===== src/rtl/adc_decimator_pkg.sv =====
// Shared constants and width helpers for the ADC front end and the convolution stage.
// Pure compile-time content: no logic and no latency.
// No flow control: widths and shifts only.
package adc_decimator_pkg;

  // Raw ADC sample width and conditioned output sample width
  localparam int ADC_W = 12;
  localparam int OUT_W = 16;

  // Extreme signed codes after format conversion (overrange markers)
  localparam logic signed [ADC_W-1:0] ADC_MAX = 12'sh7FF;
  localparam logic signed [ADC_W-1:0] ADC_MIN = 12'sh800;

  // Ceiling log2, used for constant width derivations only
  function automatic int clog2(input int v);
    int r;
    int x;
    r = 0;
    x = v - 1;
    while (x > 0) begin
      r = r + 1;
      x = x >> 1;
    end
    return r;
  endfunction

  // Boxcar accumulator width: one ADC word plus growth for DEC terms
  function automatic int sum_w(input int dec);
    return ADC_W + clog2(dec);
  endfunction

  // Left shift that places the accumulator MSB at the output MSB
  function automatic int out_shift(input int dec);
    return OUT_W - sum_w(dec);
  endfunction

endpackage


===== src/rtl/adc_decimator_dec_channel.sv =====
// One decimation channel: format conversion, boxcar accumulator, scaling, overrange flag.
// Output data registered 1 cycle after the sample flagged i_last.
// No backpressure: every i_smp_vld sample is consumed in its cycle.
module dec_channel
  import adc_decimator_pkg::*;
#(
  parameter int DEC        = 5,
  parameter bit OFFSET_BIN = 1'b1
) (
  input  logic              i_clk,
  input  logic              i_rst,
  input  logic              i_smp_vld,
  input  logic              i_first,
  input  logic              i_last,
  input  logic              i_flush,
  input  logic              i_ovr_clr,
  input  logic [ADC_W-1:0]  i_adc,
  output logic [OUT_W-1:0]  o_dat,
  output logic              o_ovr
);

  localparam int SW = sum_w(DEC);
  localparam int SH = out_shift(DEC);

  logic signed [ADC_W-1:0] w_smp;
  logic signed [SW-1:0]    w_smp_ext;
  logic signed [SW-1:0]    w_sum;
  logic signed [OUT_W-1:0] w_sum16;
  logic signed [OUT_W-1:0] w_scaled;
  logic                    w_ovr_hit;

  logic signed [SW-1:0]    r_acc;
  logic [OUT_W-1:0]        r_dat;
  logic                    r_ovr;

  // Offset binary becomes two's complement by flipping the MSB
  assign w_smp     = OFFSET_BIN ? {~i_adc[ADC_W-1], i_adc[ADC_W-2:0]} : i_adc;
  assign w_smp_ext = SW'(w_smp);

  // Phase 0 starts a fresh sum, so a discarded partial sum never leaks in
  assign w_sum     = i_first ? w_smp_ext : (r_acc + w_smp_ext);

  // Sign-extend to the output width, then left-justify
  assign w_sum16   = OUT_W'(w_sum);
  assign w_scaled  = w_sum16 <<< SH;

  assign w_ovr_hit = i_smp_vld && ((w_smp == ADC_MAX) || (w_smp == ADC_MIN));

  // Accumulator: an accepted sample wins over a flush in the same cycle
  always_ff @(posedge i_clk) begin
    if (i_rst) begin
      r_acc <= '0;
    end else if (i_smp_vld) begin
      r_acc <= w_sum;
    end else if (i_flush) begin
      r_acc <= '0;
    end
  end

  // Output word only moves on the closing sample of a decimation period
  always_ff @(posedge i_clk) begin
    if (i_rst) begin
      r_dat <= '0;
    end else if (i_smp_vld && i_last) begin
      r_dat <= w_scaled;
    end
  end

  // Sticky overrange flag; a new hit beats a simultaneous clear
  always_ff @(posedge i_clk) begin
    if (i_rst) begin
      r_ovr <= 1'b0;
    end else if (w_ovr_hit) begin
      r_ovr <= 1'b1;
    end else if (i_ovr_clr) begin
      r_ovr <= 1'b0;
    end
  end

  assign o_dat = r_dat;
  assign o_ovr = r_ovr;

endmodule


===== src/rtl/adc_decimator.sv =====
// Two-channel ADC boxcar decimator with phase sync, overrange flags and gap watchdog.
// data_out_en and data registered 1 cycle after the DEC-th accepted adc_en.
// No backpressure: consumer must accept every data_out_en strobe.
module adc_decimator
  import adc_decimator_pkg::*;
#(
  parameter int DEC        = 5,      // legal range 2..16
  parameter bit OFFSET_BIN = 1'b1,
  parameter int GAP_MAX    = 20
) (
  input  logic              clkf,
  input  logic              rst,
  input  logic              enable,
  input  logic              sync,
  input  logic              adc_en,
  input  logic [ADC_W-1:0]  ADC_A,
  input  logic [ADC_W-1:0]  ADC_B,
  input  logic              ovr_clr,
  output logic              data_out_en,
  output logic [OUT_W-1:0]  DATA_OUT_A,
  output logic [OUT_W-1:0]  DATA_OUT_B,
  output logic              OVR_A,
  output logic              OVR_B,
  output logic [15:0]       GAP_CNT
);

  localparam logic [3:0]  PH_LAST = 4'(DEC - 1);
  localparam logic [15:0] GAP_LIM = 16'(GAP_MAX);

  logic [3:0]  r_ph;
  logic [15:0] r_gap;
  logic [15:0] r_gap_cnt;
  logic        r_out_en;

  logic        w_accept;
  logic        w_wd_fire;
  logic [3:0]  w_ph_cur;
  logic        w_first;
  logic        w_last;
  logic        w_flush;

  assign w_accept  = enable && adc_en;

  // Watchdog only matters when a partial sum exists; a real sample wins
  assign w_wd_fire = enable && !w_accept && (r_gap == GAP_LIM) && (r_ph != 4'd0);

  // sync makes the coincident sample phase 0
  assign w_ph_cur  = sync ? 4'd0 : r_ph;
  assign w_first   = (w_ph_cur == 4'd0);
  assign w_last    = (w_ph_cur == PH_LAST);

  // Discard the partial sum when no sample arrives to restart it
  assign w_flush   = !w_accept && (sync || w_wd_fire || !enable);

  // Phase counter: advance per accepted sample, wrap on the closing one
  always_ff @(posedge clkf) begin
    if (rst) begin
      r_ph <= 4'd0;
    end else if (w_accept) begin
      r_ph <= w_last ? 4'd0 : (w_ph_cur + 4'd1);
    end else if (w_flush) begin
      r_ph <= 4'd0;
    end
  end

  // Cycles since last accepted sample, saturating; held at zero while disabled
  always_ff @(posedge clkf) begin
    if (rst) begin
      r_gap <= 16'd0;
    end else if (!enable || w_accept) begin
      r_gap <= 16'd0;
    end else if (r_gap != GAP_LIM) begin
      r_gap <= r_gap + 16'd1;
    end
  end

  // Saturating count of watchdog-forced resyncs
  always_ff @(posedge clkf) begin
    if (rst) begin
      r_gap_cnt <= 16'd0;
    end else if (w_wd_fire && (r_gap_cnt != 16'hFFFF)) begin
      r_gap_cnt <= r_gap_cnt + 16'd1;
    end
  end

  // Output strobe one cycle after the closing sample; at most every other cycle since DEC >= 2
  always_ff @(posedge clkf) begin
    if (rst) begin
      r_out_en <= 1'b0;
    end else begin
      r_out_en <= w_accept && w_last;
    end
  end

  dec_channel #(
    .DEC        (DEC),
    .OFFSET_BIN (OFFSET_BIN)
  ) u_ch_a (
    .i_clk     (clkf),
    .i_rst     (rst),
    .i_smp_vld (w_accept),
    .i_first   (w_first),
    .i_last    (w_last),
    .i_flush   (w_flush),
    .i_ovr_clr (ovr_clr),
    .i_adc     (ADC_A),
    .o_dat     (DATA_OUT_A),
    .o_ovr     (OVR_A)
  );

  dec_channel #(
    .DEC        (DEC),
    .OFFSET_BIN (OFFSET_BIN)
  ) u_ch_b (
    .i_clk     (clkf),
    .i_rst     (rst),
    .i_smp_vld (w_accept),
    .i_first   (w_first),
    .i_last    (w_last),
    .i_flush   (w_flush),
    .i_ovr_clr (ovr_clr),
    .i_adc     (ADC_B),
    .o_dat     (DATA_OUT_B),
    .o_ovr     (OVR_B)
  );

  assign data_out_en = r_out_en;
  assign GAP_CNT     = r_gap_cnt;

endmodule


===== config.mk =====
export PLATFORM = sky130hd
export DESIGN_NAME = adc_decimator
export DESIGN_NICKNAME = d
export VERILOG_FILES = /design/src/rtl/adc_decimator_pkg.sv /design/src/rtl/adc_decimator_dec_channel.sv /design/src/rtl/adc_decimator.sv
export SDC_FILE = /design/constraint.sdc
export NUM_CORES = 1
export LEC_CHECK = 0
export ABC_AREA = 1
export ABC_CLOCK_PERIOD_IN_PS = 1880
export CAP_MARGIN = 25
export CORE_MARGIN = 3
export CORE_UTILIZATION = 30
export CTS_CLUSTER_DIAMETER = 50
export DETAILED_ROUTE_END_ITERATION = 7
export PLACE_DENSITY = 0.48
export SETUP_SLACK_MARGIN = 0.02
export SLEW_MARGIN = 20
export SYNTH_ARGS = -nofsm -noshare
export SYNTH_HDL_FRONTEND = slang
export SYNTH_HIERARCHICAL = 1
export SYNTH_SLANG_ARGS = --single-unit

===== constraint.sdc =====
create_clock -name clkf -period 1.88 [get_ports clkf]
set_clock_uncertainty 0.15 [all_clocks]
set_input_delay 0.188 -clock clkf [delete_from_list [all_inputs] [get_ports clkf]]
set_output_delay 0.188 -clock clkf [all_outputs]
set_load 0.01 [all_outputs]

### Word-level counts from Yosys, hierarchy flattened

Cells that the tools add are included.
Widths: inputs -> output; s select.

| storage, ports and cells | value |
|---|---|
| bits of input ports | 30 |
| output and inout bits | 51 |
| latch bits | 0 |
| register bits after elaboration | 99 |
| memory bits (writable) | 0 |
| bits in read-only memories | 0 |
| logic and storage cells | 59 |
| memories kept | 0 |

| operators by class | value |
|---|---|
| shift-type cells | 0 |
| mux-type cells | 12 |
| reduce and logical (&&, ||, !) cells | 22 |
| multiply operators | 0 |
| bitwise logic cells | 2 |
| magnitude comparators | 0 |
| equality and inequality tests | 8 |
| add/sub/neg operators | 5 |
| divide/modulo/power cells | 0 |

Operator list:

| cell | number |
|---|---|
| $mux 15 | 5 |
| $eq 12x12->1 const B | 4 |
| $add 16x1->16 const B | 2 |
| $add 15x12->15 | 2 |
| $eq 16x5->1 const B | 1 |
| $mux 4 | 4 |
| $ne 16x16->1 const B | 1 |
| $ne 16x5->1 const B | 1 |
| $logic_and 1x1->1 | 9 |
| $reduce_bool 2->1 | 3 |
| $logic_or 1x1->1 | 5 |
| $add 4x1->4 const B | 1 |
| $eq 4x3->1 const B | 1 |
| $logic_not 4->1 | 1 |
| $reduce_bool 4->1 | 1 |
| $mux 1 | 3 |
| $logic_not 1->1 | 2 |
| $not 1->1 | 2 |
| $reduce_or 2->1 | 1 |

### Depth between registers and ports, before layout

Gate-level depths: netlist of run 1.

| logic depth | value |
|---|---|
| word-level depth | 10 |
| gate-level depth with buffers | 13 |
| gate-level depth less buffers | 13 |

### By module

The synthesis of run 1 kept the hierarchy.

By module, submodules not included:

| module | instances | area an instance (um^2) | sequential area each (um^2) | cells an instance |
|---|---|---|---|---|
| dec_channel | 2 | 2199.6 | 620.6 | 363 |
| adc_decimator | 1 | 2199.6 | 740.7 | 346 |

### Worst setup path after synthesis of run 1

OpenSTA, ideal clock, no wires.

| timing path | value |
|---|---|
| path type | reg2reg |
| start | register u_ch_a.r_acc[0] |
| end | register u_ch_a.r_dat[7], in the netlist u_ch_a/o_dat[7] |
| setup time | 0.113 ns |
| buffers on the path | 0 |
| stages on the path, launching flop included | 12 |
| slack | -0.019 ns |
| clock period less this slack | 1.899 ns |
| data arrival time | 1.636 ns |
| required time | 1.617 ns |
| path through | dfxtp_1 > ha_1 > fa_1 > nand2_2 > nand2_1 > nand3_1 > nand2_1 > or2_1 > nand3_1 > nand2_1 > o21ai_1 > inv_1 |

| between the ends | value |
|---|---|
| word-level cells in the longest chain between the ends | 2 |

Ends and longest elaborated chain:

| item | line | RTL |
|---|---|---|
| start: declaration | adc_decimator_dec_channel.sv:32 | `logic signed [SW-1:0] r_acc;` |
| start signal: assignment | adc_decimator_dec_channel.sv:54 | `r_acc <= w_sum;` |
| $add 15x12->15 | adc_decimator_dec_channel.sv:41 | `assign w_sum = i_first ? w_smp_ext : (r_acc + w_smp_ext);` |
| $mux 15 | adc_decimator_dec_channel.sv:41 |  |
| end signal: assignment | adc_decimator_dec_channel.sv:65 | `r_dat <= w_scaled;` |
| end: declaration | adc_decimator_dec_channel.sv:33 | `logic [OUT_W-1:0] r_dat;` |

No other way between the ends.
A chain may end at the register's enable or synchronous reset.

### Final worst setup path of run 1

| timing path | value |
|---|---|
| start | register u_ch_a.r_acc[0] |
| end | register u_ch_a.r_dat[9], in the netlist u_ch_a/o_dat[9] |

The elaborated chain is that of the path after synthesis.

==> flow_summary.rst, run 1 <==
.. list-table::
   :header-rows: 1

   * - Metric
     - Value
   * - Post-route insts no fill
     - 1561
   * - Pwr Density
     - just under 500 nW/um^2
   * - Setup TNS after final layout
     - -0.968 ns
   * - Die X
     - roughly 150 microns
   * - Per-instance average area after synthesis
     - approximately 6.2 sq um
   * - Worst hold path class
     - in -> reg
   * - Final setup margin
     - -0.155 ns
   * - Maximum number of pins on one net before global-route repair
     - 40
   * - Number of DRC violations after detailed-routing iteration 0
     - 420
   * - Number of pins with negative max-slew slack in the final report
     - 0
   * - Detailed-route DRC error count
     - 0
   * - Final weighted congestion of routability-driven global placement
     - 0.847
   * - Setup repair after global routing missed its margin
     - yes
   * - Pwr Total
     - between 0.005 and 0.006 W
   * - Crit end category
     - register
   * - Post-CTS Hold Fix Bufs
     - 0
   * - Post-Synthesis Cell Area
     - 6600 sq um
   * - Leakage power total
     - between 4 and 5 nW
   * - Synthesized instance count
     - 1072
   * - Number of clock sinks
     - between 90 and 100
   * - Post-DP HPWL
     - between 15000 and 20000 microns
   * - Number of global-route vias before repair
     - 7005
   * - Die area
     - 23800 sq um
   * - Final setup viols
     - 28
   * - GRT Total Usage
     - between 10% and 20%
   * - Pre-Repair DR Iteration Count
     - 5
   * - Global-route wire length before repair
     - ~35000 microns
   * - Reg2Reg Depth
     - 10
   * - CTS Buf Count
     - 9
   * - Source-to-sink clock delay at the later pin of the worst-skew pair
     - between 0.3 and 0.4 ns
   * - Worst EP arrival
     - approximately 2.1 ns
   * - TritonCTS clock tree
     - built
   * - Average vias per placed instance
     - 4.72
   * - Total number of nets in the final design
     - ~1300
   * - Slack of the worst reg-to-reg path
     - -0.15 ns
   * - Violations in the final reports
     - negative setup slack
   * - Clock Path Buffers
     - 2
   * - Worst VDD drop
     - 0.376 mV
   * - Initial antenna violation count
     - 0
   * - Final standard cell area without fillers
     - slightly above 10000 sq um
   * - Fill cell instance count of the final layout
     - between 2000 and 2500
   * - End of the worst register-to-register path
     - u_ch_a/o_dat[9]$_SDFFE_PP0P_
   * - FF+latch count, synth
     - roughly 100
   * - Via count
     - about 7400
   * - Reported max-cap violation count
     - 0
   * - Commonest cells after routing, fill and taps aside
     - 269 x nand2_1, 137 x inv_1, 117 x buf_4, 99 x nor2_1, 91 x dfxtp_1
   * - Most common cell after layout, fill and taps aside
     - nand2_1
   * - Syn nets
     - around 1100
   * - Startpoint class of the critical path
     - register
   * - Final critical path time including I/O delays and setup
     - roughly 2 ns
   * - Final period util
     - 108%
   * - Clock tree root driver cell
     - clkbuf_16
   * - Worst hold slack after final layout
     - between 0.1 and 0.15 ns
   * - Warning count from the yosys run
     - 6
   * - H-tree depth
     - 3
   * - Overflow left after global routing
     - 0
   * - Die height
     - approximately 150 microns
   * - Synth-to-Final Area Change
     - 57.3%
   * - Share of post-route cells with drive strength above 1
     - 30.9%
   * - Fmax
     - ~490 MHz
   * - Count of inserted antenna diode cells
     - 0
   * - Required time of the worst setup path
     - ~2.0 ns
   * - Number of failing hold endpoints at the final stage
     - 0
   * - Critical-path maximum fanout
     - 3
   * - Critical path class
     - reg -> reg
   * - Reg-to-reg critical path startpoint
     - u_ch_a/r_acc[0]$_SDFFE_PP0P_
   * - Number of cell rows
     - 53
   * - Number of library cell types mapped by synthesis
     - 39
   * - Placeable core area
     - ~21000 sq um
   * - Number of primary I/O pins
     - between 80 and 90
   * - Effective utilization at floorplan
     - between 30% and 40%
   * - Post-detailed-routing wire length
     - 22500 microns
   * - Dpl cells
     - approximately 1500
   * - Launching element of the worst setup path
     - u_ch_a/r_acc[0]$_SDFFE_PP0P_
   * - Outcome
     - finished with violations
   * - Port Buffers
     - 78
   * - Post-detailed-placement cell area
     - about 8600 sq um
   * - Fraction of the yosys area taken by sequential cells
     - a little under a third
   * - Antenna-violating nets left
     - 0
   * - Capturing instance or port of the critical path
     - u_ch_a/o_dat[9]$_SDFFE_PP0P_
   * - Routed WL per cell
     - about 14 microns
   * - Clock transition at the register clock pins on the worst setup and hold paths after CTS
     - ~0.070 ns
-- area by class of cell --
cell class	count	area [sq um]	area share, %
Multi-Input combinational cell	788	4970	47.9
Timing Repair Buffer	227	2190	21.1
Sequential cell	99	1990	19.2
Inverter	156	611	5.88
Tap cell	275	344	3.31
Clock buffer	11	233	2.24
Clock inverter	5	38.8	0.374
-- where the power goes --
part | internal, W | switching [W]
Sequential | 0.00212 | 0.0000235
Clock | 0.000909 | 0.000914
Combinational | 0.000476 | 0.000585
-- cell families (layout without fill, tap and decap cells) --
| kind of cell | Yosys count | in the layout | synth area share, % |
|---|---|---|---|
| other cells | 2 | 2 | 0.114 |
| compound gates | 140 | 140 | 11.4 |
| simple gates | 597 | 597 | 38.6 |
| buf+inv | 185 | 399 | 11.1 |
| fa+ha+maj | 35 | 35 | 6.86 |
| xor+xnor | 14 | 14 | 1.86 |
| flops | 99 | 99 | 30.0 |
-- state kept, by name, indices dropped and copies added, names as in the netlist --
signal / cells
GAP_CNT: 16
r_gap: 16
u_ch_a/o_dat: 15
u_ch_a/r_acc: 15
u_ch_b/o_dat: 15
u_ch_b/r_acc: 15
r_ph: 4
data_out_en: 1
u_ch_a/o_ovr: 1
u_ch_b/o_ovr: 1
-- cells in the mapped netlist, drive strengths merged --
| library cell | count | share of area, % |
|---|---|---|
| ha | 33 | 6.3 |
| clkinv | 2 | 0.13 |
| nor2 | 134 | 8.0 |
| a21oi | 75 | 6.0 |
| or2 | 9 | 0.85 |
| o21ai | 50 | 3.8 |
| clkbuf | 8 | 0.46 |
| o31ai | 3 | 0.34 |
| dfxtp | 99 | 30 |
| nand3b | 1 | 0.11 |
| nand3 | 81 | 6.6 |
| a31oi | 8 | 0.76 |
| nor3 | 5 | 0.46 |
| inv | 154 | 8.8 |
| xnor2 | 4 | 0.53 |
| nor4 | 7 | 0.66 |
| conb | 2 | 0.11 |
| a21o | 4 | 0.46 |
| xor2 | 10 | 1.3 |
| buf | 21 | 1.8 |
| fa | 2 | 0.61 |
| nand2 | 329 | 19 |
| nand4 | 27 | 2.6 |
| and2 | 4 | 0.38 |
-- critical path, stage by stage, from the launching register on --
cell and delay, ns:
dfxtp_2 0.35, ha_4 0.13, fa_2 0.22, nand2_4 0.08, buf_12 0.12, a21oi_4 0.20
nand2_2 0.10, a31oi_1 0.25, o21ai_2 0.14, o21ai_0 0.15, inv_1 0.05
-- layer usage --
layer | track usage, % | wire length [microns] | vias up
li1 | - | - | 3825
met1 | 23.1 | 10600 | 3409
met2 | 31.1 | 10900 | 111
met3 | 2.80 | 681 | 18
met4 | 3.91 | 218 | 0
met5 | 0 | 0 | -
-- stage by stage --
stage          utilization (%)  worst slack, ns
2_1_floorplan                -          0.00873
5_1_grt                   48.8           -0.216
6_report                  48.8           -0.155
4_1_cts                   43.3          -0.0572
3_5_place_dp              40.3           -0.625
3_3_place_gp              40.3           -0.623
-- worst min-delay path by stage --
| stage | cells after the start | start | to |
|---|---|---|---|
| finish | 3 | rst | GAP_CNT[1]$_SDFFE_PP0P_ |
| global route | 3 | rst | GAP_CNT[5]$_SDFFE_PP0P_ |
| CTS | 3 | rst | GAP_CNT[9]$_SDFFE_PP0P_ |
| detailed placement | 2 | u_ch_b/o_ovr$_SDFFE_PP0P_ | u_ch_b/o_ovr$_SDFFE_PP0P_ |
| global placement | 2 | u_ch_b/r_acc[13]$_SDFFE_PP0P_ | u_ch_b/r_acc[13]$_SDFFE_PP0P_ |
| floorplan | 3 | ovr_clr | u_ch_a/o_ovr$_SDFFE_PP0P_ |
-- repair_timing --
| action | in CTS | in global routing |
|---|---|---|
| cloned | 0 | 6 |
| endpoints found under the setup margin | 56 | 79 |
| setup buffers | 7 | 14 |
| hold endpoints to repair | 0 | 0 |
| resized for setup | 93 | 218 |
| pin swaps | 21 | 49 |
(Power assumes the default switching activity.)
==> inputs of run 2 (changes only) <==
CORE_UTILIZATION = 50   (was 30)
MAX_ROUTING_LAYER = met4   (was default)
PLACE_DENSITY = 0.74   (was 0.48)
SLEW_MARGIN = default   (was 20)
==> flow_summary.rst, run 2 (synthesis gave the netlist of run 1 again) <==
.. list-table::
   :header-rows: 1

   * - Metric
     - Value
   * - Overflow left after global routing
     - 0 (unchanged)
   * - Maximum number of pins on one net before global-route repair
     - 21 (-48%)
   * - Biggest cell delay along the critical path
     - 0.37 ns (+0.02 ns)
   * - Most common cell after layout, fill and taps aside
     - nand2_1
   * - Reported max-cap violation count
     - 0 (unchanged)
   * - Post-DP HPWL
     - 14500 microns (-9.9%)
   * - Number of clock sinks
     - 99 (unchanged)
   * - GRT Total Usage
     - 27.8% (+10 points)
   * - Antenna-violating nets left
     - 0 (unchanged)
   * - Multi-input gate area in the final layout
     - 4920 sq um (-0.98%)
   * - Share of post-route cells with drive strength above 1
     - 29.9% (-1.1 points)
   * - Switching portion of total power
     - 27.1% (-3.2 points)
   * - Number of DRC violations after detailed-routing iteration 0
     - 618 (+47%)
   * - Launching element of the worst setup path
     - u_ch_a/r_acc[0]$_SDFFE_PP0P_
   * - Die height
     - 121 microns (-22%)
   * - Placeable core area
     - 12800 sq um (-40%)
   * - Capturing instance or port of the critical path
     - u_ch_a/o_dat[7]$_SDFFE_PP0P_
   * - Fmax
     - 504 MHz (+2.5%)
   * - Top layer used by detailed routing
     - met4
   * - Initial antenna violation count
     - 0 (unchanged)
   * - Pwr Density
     - 535 nW/um^2 (+10%)
   * - Worst VDD drop
     - 0.513 mV (+36%)
   * - Final setup viols
     - 14 (-50%)
   * - Worst EP arrival
     - 2.09 ns (-0.05 ns)
   * - Startpoint class of the critical path
     - register
   * - Number of primary I/O pins
     - 81 (unchanged)
   * - Register cell area after layout
     - 2000 sq um (+0.38%)
   * - Number of global-route vias before repair
     - 6970 (-0.50%)
   * - Count of inserted antenna diode cells
     - 0 (unchanged)
   * - Via count
     - 7850 (+6.6%)
   * - Commonest cells after routing, fill and taps aside
     - 263 x nand2_1, 141 x inv_1, 118 x buf_4, 105 x nor2_1, 87 x dfxtp_1
   * - Reg2Reg Depth
     - 11 (+1)
   * - H-tree depth
     - 3 (unchanged)
   * - Worst hold path class
     - in -> reg
   * - Number of failing hold endpoints at the final stage
     - 0 (unchanged)
   * - Final critical path time including I/O delays and setup
     - 1.98 ns (-0.0497 ns)
   * - Relative contribution of the clock network to total power
     - 40.3% (+4.1 points)
   * - Number of cell rows
     - 41 (-23%)
   * - Average vias per placed instance
     - 5.41 (+15%)
   * - Worst hold slack after final layout
     - 0.210 ns (+0.0786 ns)
   * - Post-route insts no fill
     - 1451 (-7.0%)
   * - Clock Path Buffers
     - 2 (unchanged)
   * - Outcome
     - finished with violations
   * - Setup repair after global routing missed its margin
     - yes
   * - Die X
     - 121 microns (-22%)
   * - Die area
     - 14600 sq um (-39%)
   * - Critical-path cell with the highest stage delay
     - fa_2
   * - Total number of nets in the final design
     - 1339 (-0.52%)
   * - Slack of the worst reg-to-reg path
     - -0.10 ns (+0.05 ns)
   * - Dpl cells
     - 1408 (-7.4%)
   * - Final period util
     - 106% (-2.6 points)
   * - Pre-Repair DR Iteration Count
     - 6 (+1)
   * - Effective utilization at floorplan
     - 51.7% (+21 points)
   * - TritonCTS clock tree
     - built
   * - Leakage power total
     - 4.65 nW (about the same)
   * - Clock transition at the register clock pins on the worst setup and hold paths after CTS
     - 0.07 ns (about the same)
   * - Port Buffers
     - 78 (unchanged)
   * - Reg-to-reg critical path startpoint
     - u_ch_a/r_acc[0]$_SDFFE_PP0P_
   * - Cell Chain, Critical Path
     - ha_4, fa_2, nand2_4, nand2_2, nand3_2, nand2_4, or2_1, nand3_2, nand2_2, o21ai_2, inv_1
   * - Reg power frac
     - 39.7% (-3.0 points)
   * - Power Internal
     - 0.00395 W (+13%)
   * - Global-route wire length before repair
     - 32100 microns (-8.3%)
   * - Final setup margin
     - -0.105 ns (+0.0497 ns)
   * - Required time of the worst setup path
     - 1.99 ns (about the same)
   * - Detailed-route DRC error count
     - 0 (unchanged)
   * - Routed WL per cell
     - 15.7 microns (+9.2%)
   * - Net switching component of the power
     - 0.00147 W (-3.6%)
   * - Clock tree root driver cell
     - clkbuf_16
   * - Share of total power in combinational logic
     - 20.0% (-1.1 points)
   * - Source-to-sink clock delay at the later pin of the worst-skew pair
     - 0.36 ns (about the same)
   * - Final weighted congestion of routability-driven global placement
     - 0.969 (+14%)
   * - Number of pins with negative max-slew slack in the final report
     - 0 (unchanged)
   * - Violations in the final reports
     - negative setup slack
   * - DR WL met3
     - 1310 microns (+92%)
   * - Post-detailed-routing wire length
     - 22800 microns (+1.5%)
   * - Critical-path maximum fanout
     - 4 (+1)
   * - End of the worst register-to-register path
     - u_ch_a/o_dat[7]$_SDFFE_PP0P_
   * - Fill cell instance count of the final layout
     - 851 (-61%)
   * - Met1 Wirelength
     - 9810 microns (-7.8%)
   * - Total met2 wirelength after detailed routing
     - 11100 microns (+1.2%)
   * - CTS Buf Count
     - 9 (unchanged)
   * - Critical path class
     - reg -> reg
   * - Crit end category
     - register
   * - Synth-to-Final Area Change
     - 53.3%
==> run 2: cell types whose count changed in the layout (fill, tap and decap cells not counted), sizes merged, moves of 3 or more <==
cell           delta
dlymetal6s2s      +8
clkdlybuf4s50     -7
buf               -5
clkinv            -4
bufinv            +3
clkbuf            -3
==> run 2: what timing repair did <==
item                                   4_1_cts  5_1_grt
cloned                                       1        4
setup buffers                               11       12
gates resized for setup                     57      234
pin swaps                                   11       54
hold buffers                                 1        0
endpoints found under the hold margin        1        0
setup endpoints to repair                   56       80
==> run 2: cell type report <==
cell class                 count  area share (%)
tap                          172            2.13
sequential                    99            19.8
clock buffer                  12            2.44
inverter                     156            5.90
clock inverter                 4           0.965
multi-input combinational    789            48.7
timing repair buffer         219            20.1
==> run 2: worst min path at each step <==
stage / slack (ns) / from / cells after the start / end
after floorplan: 0.20 / ovr_clr / 3 / u_ch_a/o_ovr$_SDFFE_PP0P_
after global placement: 0.31 / u_ch_b/o_ovr$_SDFFE_PP0P_ / 2 / u_ch_b/o_ovr$_SDFFE_PP0P_
after detailed placement: 0.31 / u_ch_b/o_ovr$_SDFFE_PP0P_ / 2 / u_ch_b/o_ovr$_SDFFE_PP0P_
after CTS: 0.32 / u_ch_b/o_ovr$_SDFFE_PP0P_ / 2 / u_ch_b/o_ovr$_SDFFE_PP0P_
after global routing: 0.26 / ADC_A[2] / 5 / u_ch_a/r_acc[2]$_SDFFE_PP0P_
final: 0.21 / ADC_A[2] / 5 / u_ch_a/r_acc[2]$_SDFFE_PP0P_
==> run 2: worst max-delay path: cells and delay by family, from the launching register on <==
kind            cells  cell delay [ns]
simple gates        7             0.72
fa+ha+maj           2             0.53
flops               1             0.34
compound gates      1             0.11
buf+inv             1             0.04
==> run 2: power groups by stage <==
stage          Combinational, W  Sequential [W]  Clock (W)
3_5_place_dp           0.000772         0.00219          0
3_3_place_gp           0.000764         0.00219          0
5_1_grt                 0.00116         0.00215    0.00229
2_1_floorplan          0.000429         0.00218          0
4_1_cts                0.000836         0.00214    0.00220
6_report                0.00108         0.00215    0.00218
==> run 2: metrics by stage <==
stage          setup TNS (ns)  setup WS, ns  cell area, sq um  total power [W]  util (%)
3_3_place_gp           -20.20        -0.427              8360          0.00295      65.4
3_5_place_dp           -21.82        -0.462              8360          0.00296      65.4
4_1_cts               -0.0762       -0.0330              9050          0.00518      70.8
2_1_floorplan               0       0.00873              6600          0.00261         -
5_1_grt                 -3.11        -0.215             10100          0.00560      79.2
6_report               -0.704        -0.105             10100          0.00542      79.2
==> run 2: per-layer routing <==
layer,track usage [%],up-vias
li1,-,3805
met1,35.6,3706
met2,46.1,280
met3,4.94,59
met4,6.52,0
met5,-,-
